`config.mk`:
```
export PLATFORM = sky130hd
export DESIGN_NAME = param_counter
export DESIGN_NICKNAME = d
export VERILOG_FILES = /design/src/rtl/param_counter.sv
export SDC_FILE = /design/constraint.sdc
export NUM_CORES = 1
export LEC_CHECK = 0
export ABC_AREA = 1
export BUFFER_PORTS_ARGS = -buffer_cell sky130_fd_sc_hd__buf_2
export CORE_AREA = 2 2 42 44
export CTS_CLUSTER_SIZE = 24
export DETAILED_ROUTE_END_ITERATION = 10
export DIE_AREA = 0 0 44 46
export HOLD_SLACK_MARGIN = 0.06
export PLACE_DENSITY_LB_ADDON = 0.25
export SLEW_MARGIN = 20
export SYNTH_ARGS = -nofsm -noshare
export SYNTH_HDL_FRONTEND = slang
export SYNTH_SLANG_ARGS = --single-unit
```
`constraint.sdc`:
```
create_clock -name clk -period 2.8 [get_ports clk]
set_input_delay 0.56 -clock clk [delete_from_list [all_inputs] [get_ports clk]]
set_output_delay 0.56 -clock clk [all_outputs]
set_load 0.05 [all_outputs]
```
`src/rtl/param_counter.sv`:
```
// param_counter: modulo-MODULUS up/down counter with sync clear and clamped load; define PARAM_COUNTER_SATURATE_EN to saturate instead of wrap.
// Latency: one clock from any control to q/wrap; tc is combinational (zero latency).
// Backpressure: none; state advances on every enabled edge.
module param_counter #(
  parameter int WIDTH   = 4,
  parameter int MODULUS = 16
) (
  input  logic             clk,
  input  logic             clr_n,
  input  logic             clr,
  input  logic             en,
  input  logic             up,
  input  logic             load,
  input  logic [WIDTH-1:0] d,
  output logic [WIDTH-1:0] q,
  output logic             tc,
  output logic             wrap
);

  localparam logic [WIDTH-1:0] MAXV = WIDTH'(MODULUS - 1);

  logic [WIDTH-1:0] q_nxt;
  logic             wrap_nxt;

  // Increment/decrement only happen away from the limits, so no WIDTH-bit overflow is relied on.
  always_comb begin
    q_nxt    = q;
    wrap_nxt = 1'b0;
    if (clr) begin
      q_nxt = '0;
    end else if (load) begin
      q_nxt = (d > MAXV) ? MAXV : d;
    end else if (en) begin
      if (up) begin
        if (q == MAXV) begin
`ifdef PARAM_COUNTER_SATURATE_EN
          q_nxt = MAXV;
`else
          q_nxt    = '0;
          wrap_nxt = 1'b1;
`endif
        end else begin
          q_nxt = q + 1'b1;
        end
      end else begin
        if (q == '0) begin
`ifdef PARAM_COUNTER_SATURATE_EN
          q_nxt = '0;
`else
          q_nxt    = MAXV;
          wrap_nxt = 1'b1;
`endif
        end else begin
          q_nxt = q - 1'b1;
        end
      end
    end
  end

  always_ff @(posedge clk or negedge clr_n) begin
    if (!clr_n) begin
      q    <= '0;
      wrap <= 1'b0;
    end else begin
      q    <= q_nxt;
      wrap <= wrap_nxt;
    end
  end

  assign tc = en & ((up & (q == MAXV)) | (~up & (q == '0)));

endmodule
```
==> impl_metrics.tcl, run 1 <==
set metrics [dict create \
    cts_root_buffer "clkbuf_4" \
    initialDrtViolationCount 5 \
    grt_overflow_total 0 \
    ctsResizeCount 0 \
    grt_max_degree 10 \
    r2r_cells 6 \
    path_cells "ha_1 -> nand2_2 -> o21ai_1 -> nand3_1 -> inv_1 -> buf_2" \
    synth.distinct_cells 20 \
    final_nets 94 \
    via_per_inst 4.55 \
    cellLeakagePower_uw 0.000313 \
    max_stage_delay_ns 0.47 \
    cp-startpoint "q[1]" \
    place.detailed.hpwl_um 859 \
    crit_path_start_kind "flip-flop" \
    cts_max_level 1 \
    dr.pass1.iters 2 \
    area_growth_pct 25.6 \
    wl_per_cell_um 10.5 \
    cp_data_required_time_ns 2.24 \
    clk_path_buf_depth 2 \
    fin_tns_setup_ns 0 \
    cp-end-kind "output port" \
    cts_buffers 3 \
    min_period_over_period_pct 76.6 \
    io_pins 16 \
    die_w_um 44 \
    worst_slack_ns 0.654 \
    finalClockSkew_ns 0.00775 \
    die_h_um 46 \
    vias 441 \
    rsz0062_at_grt "no" \
    setup_viol 0 \
    slew_headroom_pct 73.7 \
    grt_pass1_vias 423 \
    avgSynthCellArea_um2 7.00 \
    synth-seq-cells 5 \
    timing.rr.start "q[1]" \
    cts_tree "built" \
    final_cell_mix "15 x buf_2, 14 x nand2_1, 8 x inv_1" \
    worst_slew_pin_slew_ns 0.394 \
    hold_violations 0 \
    diodes 0 \
    stdcell_area_um2 546 \
    drive_above_1_share_pct 32.5 \
    layout_commonest_cell "buf_2" \
    clk_pin_slew_ns 0.05 \
    drc 0 \
    grt_use_total_pct 12.1 \
    post_dp_cell_area_um2 519 \
    clkLatencyLatePin_ns 0.24 \
    start_util_pct 26.9 \
    dp_slack_ns 0.909 \
    ys_warn_count 0 \
    status "finished clean" \
    maxCapViolations 0 \
    clock_sinks 5 \
    cts_hold_buffers 0 \
    r2r_slack_ns 1.37 \
    pwr_density_cell_nw_per_um2 496 \
    critical_path_class "flip-flop to output port" \
    synth_nets 75 \
    postCtsSetupRepairBufs 0 \
    arrival_ns 1.59 \
    period_needed_ns 2.15 \
    timing.fmax_ghz 0.466 \
    ant_nets 0 \
    antenna_found_initial 0 \
    numPortBuffers 15 \
    yosysSeqAreaShare_pct 28.8 \
    slowest_stage "dfrtp_1" \
    slew_viol_final 0 \
    netlist_area_um2 434 \
    fill_cells 171 \
    grt_pass1_wl_mm 1.73 \
    reg2reg_to "q[1]" \
    totalWireLength_mm 1.02 \
    place.gp.congestion 0.797 \
    die_area_um2 2020 \
    crit_path_max_fanout 6 \
    fp-row-count 15 \
    hold_path_class "input pin to async pin" \
    crit_end "tc" \
    peakVddDrop_mv 0.227 \
    coreArea_um2 1610 \
    syn_inst 62 \
]
kinds of logic after synthesis:
logic type,share of synthesized area (%)
buffers and inverters,11.2
and+or+nand+nor,37.8
AOI/OAI and AO/OA,11.5
adders and majority gates,8.65
DFF,28.8
xor gates and xnor gates,2.02
state kept, by name, indices dropped and copies added (netlist names):
name / cells
q: 4
wrap: 1
metrics by stage:
step                      hold WS (ns)  util (%)  total power [uW]  cells
final                            0.123      33.8               271     97
after global routing             0.113      33.8               295     97
after CTS                        0.118      33.8               275     97
after detailed placement         0.381      32.2               188     93
after global placement           0.383      32.2               190     93
after floorplan                  0.264         -               163     62
cell usage after synthesis, drive strengths merged:
library cell | instances | area [um^2]
xor2 | 1 | 8.76
nand3 | 5 | 25.0
a21oi | 2 | 10.0
o21ai | 5 | 25.0
ha | 3 | 37.5
nor3 | 2 | 21.3
dfrtp | 5 | 125
o2111ai | 1 | 8.76
inv | 10 | 37.5
buf | 1 | 11.3
nand2 | 17 | 71.3
o22ai | 1 | 6.26
nor2 | 8 | 40.0
nand4 | 1 | 6.26
worst max-delay path: cells and delay by family (launching register included):
kind	cells	cell delay, ns
AO/OA/AOI/OAI	1	0.15
buffers and inverters	2	0.31
adder cells (fa/ha/maj)	1	0.23
AND/OR/NAND/NOR	2	0.18
flip-flops	1	0.47
routing by layer:
layer | global-route usage (%) | share of wire [%]
met2 | 19.7 | 46
met3 | 4.37 | 5.1
met4 | 7.27 | 0
met5 | 0 | 0
met1 | 13.6 | 49
where the power goes:
group / switching, uW / total (uW) / internal, uW / leakage, uW
combinational: 63.8 / 94.9 / 31.1 / 0.000233
clock: 29.7 / 83.6 / 53.9 / 0.0000150
sequential: 13.6 / 92.1 / 78.5 / 0.0000650
final cells by class:
cell class                 instances  area [um^2]  share of cell area [%]
clock buffer                       4         26.3                    4.82
inverter                          10         37.5                    6.88
multi-input combinational         46          260                    47.7
sequential                         5          125                    22.9
tap                               17         21.3                    3.90
timing repair buffer              15         75.1                    13.8
worst min path at each step:
stage	from	end	slack, ns
floorplan	clr_n	q[0]	0.26
global placement	clr_n	wrap	0.38
detailed placement	clr_n	wrap	0.38
CTS	clr_n	q[2]	0.12
global route	clr_n	wrap	0.11
finish	clr_n	q[2]	0.12
No activity file was read; power rests on OpenSTA's default activity.
==> inputs of run 2 (changes only) <==
clock period = 1.8 ns   (was 2.8 ns; I/O delays follow)
==> run 2 against run 1 <==
Clock-buffer cell count stayed put. Highest routed layer unchanged. Sequential power grew 52%. Worst setup slack worse by 0.55 ns. Global-route usage is 0.33 points lower. Clock power increased by 54%. Critical endpoint unchanged. Largest cell class unchanged.
==> impl_metrics.tcl, run 2 (same netlist as run 1, synthesis figures left out) <==
set metrics [dict create \
    status "finished clean" \
    worst_slew_pin_slew_ns 0.254 \
    switching_power_uw 172 \
    swShare_pct 38.9 \
    clock_sinks 5 \
    fin_cells 102 \
    diodes 0 \
    whs_path_depth 2 \
    r2r_slack_ns 0.42 \
    final_cell_mix "14 x nand2_1, 14 x buf_2, 6 x nor2_1" \
    reg.largest.list "q: 4 flops, wrap: 1 flops" \
    grt_max_degree 7 \
    critical_path_class "flip-flop to output port" \
    rsz0062_at_grt "no" \
    grt_overflow_total 0 \
    hold_path_class "input pin to flip-flop" \
    p_int_uw 271 \
    coreArea_um2 1610 \
    cp_data_required_time_ns 1.44 \
    die_area_um2 2020 \
    via_per_inst 4.49 \
    r2r_cells 8 \
    dr.pass1.iters 4 \
    die_w_um 44 \
    fill_cells 174 \
    clkPwrFrac_pct 29.1 \
    antenna_found_initial 0 \
    drc 0 \
    wl_per_cell_um 10.1 \
    total_power_uw 443 \
    area_growth_pct 42.4 \
    clk_pin_slew_ns 0.04 \
    pwr_density_cell_nw_per_um2 717 \
    slew_viol_final 0 \
    die_h_um 46 \
    drive_above_1_share_pct 44.7 \
    io_pins 16 \
    totalWireLength_mm 1.03 \
    crit_path_max_fanout 4 \
    fp-row-count 15 \
    min_period_over_period_pct 94.1 \
    cts_buffers 3 \
    seqPwrFrac_pct 31.7 \
    clkLatencyLatePin_ns 0.24 \
    crit_path_start_kind "flip-flop" \
    slew_headroom_pct 83.2 \
    fin_tns_setup_ns 0 \
    cts_tree "built" \
    ant_nets 0 \
    min_to "wrap" \
    setup_viol 0 \
    timing.fmax_ghz 0.590 \
    clk_path_buf_depth 2 \
    final_nets 99 \
    grt_pass1_vias 437 \
    numPortBuffers 15 \
    hold_violations 0 \
    finalClockSkew_ns 0.000297 \
    place.gp.congestion 0.752 \
    vias 458 \
    cts_max_level 1 \
    grt_use_total_pct 11.8 \
    cts_root_buffer "clkbuf_4" \
    peakVddDrop_mv 0.421 \
    p_comb_share_pct 39.3 \
    period_needed_ns 1.69 \
    initialDrtViolationCount 5 \
    largest_reg_flops 4 \
    cp-end-kind "output port" \
    place_inst 94 \
    cellLeakagePower_uw 0.000335 \
    place.detailed.hpwl_um 849 \
    grt_pass1_wl_mm 1.75 \
    reg2reg_to "q[2]" \
    timing.rr.start "q[0]" \
    top_register "q" \
    min_from "clr" \
    start_util_pct 26.9 \
    arrival_ns 1.33 \
    maxCapViolations 0 \
]
## run 2: how the worst max path moves through the flow
stage / start / endpoint / slack (ns)
after floorplan: q[2] / tc / 0.05
after global placement: q[0] / tc / 0.14
after detailed placement: q[0] / tc / 0.13
after CTS: q[1] / tc / 0.008
after global routing: q[0] / tc / 0.005
final: q[0] / tc / 0.11
## run 2: repair_timing
| action | 4_1_cts | 5_1_grt |
|---|---|---|
| hold buffers | 1 | 0 |
| gates resized for setup | 4 | 6 |
| pin swaps | 0 | 0 |
| endpoints found under the hold margin | 5 | 0 |
| buffers inserted | 1 | 2 |
| endpoints found under the setup margin | 1 | 1 |
## run 2: worst max-delay path, stage by stage, from the launching register on
cell and delay, ns:
dfrtp_2 0.43, ha_4 0.16, nand2_2 0.07, o21ai_2 0.14, nand3_2 0.09, inv_2 0.06, buf_6 0.14
## run 2: area by class of cell
type | count | area (um^2) | share of cell area (%)
timing repair buffer | 20 | 121 | 19.6
clock buffer | 4 | 26.3 | 4.25
tap | 17 | 21.3 | 3.44
sequential | 5 | 128 | 20.6
inverter | 10 | 40.0 | 6.48
multi-input combinational | 46 | 282 | 45.5
## run 2: stage by stage
step / area, um^2 / hold WS (ns) / utilization (%) / setup WS, ns
after floorplan: 437 / 0.0644 / - / 0.0459
after global placement: 529 / 0.179 / 32.8 / 0.143
after detailed placement: 529 / 0.178 / 32.8 / 0.130
after CTS: 579 / 0.351 / 35.9 / 0.00816
after global routing: 618 / 0.365 / 38.3 / 0.00511
final: 618 / 0.350 / 38.3 / 0.106
## run 2: power by group through the flow
stage | clock [uW] | sequential (uW) | combinational [uW]
floorplan | 0 | 171 | 83.1
finish | 129 | 140 | 174
global placement | 0 | 143 | 155
detailed placement | 0 | 142 | 155
global route | 141 | 142 | 194
CTS | 136 | 141 | 163
## run 2: layer usage
layer / track usage (%) / routed length [um] / up-vias
met4: 7.88 / 0 / 0
met5: 0 / 0 / -
met2: 19.4 / 495 / 9
met3: 1.59 / 62 / 0
li1: - / - / 248
met1: 14.4 / 472 / 201
==> inputs of run 3 (changes only) <==
CAP_MARGIN = 15   (was default)
GPL_TIMING_DRIVEN = 0   (was default)
PLACE_DENSITY_LB_ADDON = 0.12   (was 0.25)
==> run 3 against run 2 <==
Non-clock buffer count rose by 2. Clock skew grew 0.00050 ns. Sequential share of layout area fell by 1.2 points.
==> impl_metrics.tcl, run 3 (same netlist as run 1, synthesis figures left out) <==
set metrics [dict create \
    min_from "clr" \
    place.gp.congestion 0.702 \
    grt_pass1_wl_mm 1.78 \
    final_cell_mix "14 x buf_2, 13 x nand2_1, 6 x nor2_1" \
    fin_tns_setup_ns 0 \
    min_to "wrap" \
    die_area_um2 2020 \
    clk_pin_slew_ns 0.04 \
    slew_headroom_pct 83.4 \
    reg.largest.list "q: 4 flops, wrap: 1 flops" \
    crit_path_start_kind "flip-flop" \
    setup_viol 0 \
    wl_per_cell_um 10.6 \
    period_needed_ns 1.70 \
    initialDrtViolationCount 3 \
    rsz0062_at_grt "no" \
    hold_path_class "input pin to flip-flop" \
    vias 483 \
    peakVddDrop_mv 0.449 \
    fill_cells 192 \
    place.detailed.hpwl_um 829 \
    cts_max_level 1 \
    pwr_density_cell_nw_per_um2 703 \
    dp_slack_ns 0.133 \
    maxCapViolations 0 \
    grt_use_total_pct 12.8 \
    dr.pass1.iters 2 \
    coreArea_um2 1610 \
    fp-row-count 15 \
    reg2reg_to "q[2]" \
    whs_path_depth 2 \
    timing.fmax_ghz 0.589 \
    r2r_slack_ns 0.44 \
    crit_path_max_fanout 4 \
    clock_sinks 5 \
    clk_path_buf_depth 2 \
    area_growth_pct 51.0 \
    r2r_cells 8 \
    drc 0 \
    numPortBuffers 15 \
    cts_root_buffer "clkbuf_4" \
    cellLeakagePower_uw 0.000347 \
    arrival_ns 1.34 \
    antenna_found_initial 0 \
    die_w_um 44 \
    cts_buffers 3 \
    critical_path_class "flip-flop to output port" \
    min_period_over_period_pct 94.3 \
    cp_data_required_time_ns 1.44 \
    largest_reg_flops 4 \
    start_util_pct 26.9 \
    drive_above_1_share_pct 48.3 \
    timing.rr.start "q[0]" \
    totalWireLength_mm 1.10 \
    via_per_inst 4.64 \
    status "finished clean" \
    grt_max_degree 9 \
    worst_slew_pin_slew_ns 0.250 \
    top_register "q" \
    final_nets 101 \
    diodes 0 \
    grt_pass1_vias 423 \
    total_power_uw 461 \
    io_pins 16 \
    finalClockSkew_ns 0.000801 \
    die_h_um 46 \
    worst_slack_ns 0.103 \
    cp-startpoint "q[0]" \
    clkLatencyLatePin_ns 0.24 \
    grt_overflow_total 0 \
    cp-end-kind "output port" \
    slew_viol_final 0 \
    cts_tree "built" \
    layout_commonest_cell "buf_2" \
    hold_violations 0 \
    ant_nets 0 \
]
[run 3: area by class of cell]
class | instances | area, um^2 | area share [%]
repair buffers | 21 | 133 | 20.2
multi-input cells | 46 | 297 | 45.2
well taps | 17 | 21.3 | 3.24
clock buffers | 4 | 26.3 | 4.01
plain buffers | 1 | 11.3 | 1.72
flip-flops and latches | 5 | 128 | 19.5
inverters | 10 | 40.0 | 6.11
[run 3: how the worst max path moves through the flow]
stage	end	slack, ns
CTS	tc	0.003
finish	tc	0.10
global route	tc	0.02
floorplan	tc	0.05
global placement	tc	0.13
detailed placement	tc	0.13
[run 3: what timing repair did]
item | in CTS | in global routing
hold endpoints to repair | 5 | 0
gates resized for setup | 3 | 11
pin swaps | 0 | 1
buffers inserted | 1 | 4
hold buffers | 1 | 0
endpoints found under the setup margin | 1 | 1
[run 3: per-stage QoR]
stage               util, %  std cells  instance area, um^2  hold slack, ns
floorplan                 -         62                  437          0.0644
global placement       33.0         94                  533           0.178
detailed placement     33.0         94                  533           0.178
CTS                    36.1        100                  583           0.346
global route           40.6        104                  656           0.340
finish                 40.6        104                  656           0.345
[run 3: per-layer routing]
| metal | track usage (%) | wire length (um) | vias to the layer above |
|---|---|---|---|
| met5 | 0 | 0 | - |
| met4 | 5.45 | 0 | 0 |
| met3 | 6.75 | 66 | 0 |
| met2 | 19.7 | 528 | 14 |
| met1 | 14.8 | 509 | 222 |
| li1 | - | - | 247 |
[run 3: worst max-delay path: stages, from the launching register on]
cell and delay, ns:
dfrtp_2 0.46, inv_4 0.10, ha_4 0.13, nand2_2 0.05
nand2_2 0.08, nand3_2 0.09, inv_2 0.07, buf_8 0.14
[run 3: power by group]
part	leakage (uW)	total [uW]	internal, uW	switching [uW]
clock network	0.0000150	127	83.6	43.2
logic	0.000270	195	76.3	119
registers	0.0000624	138	123	15.2
total	0.000347	461	283	177
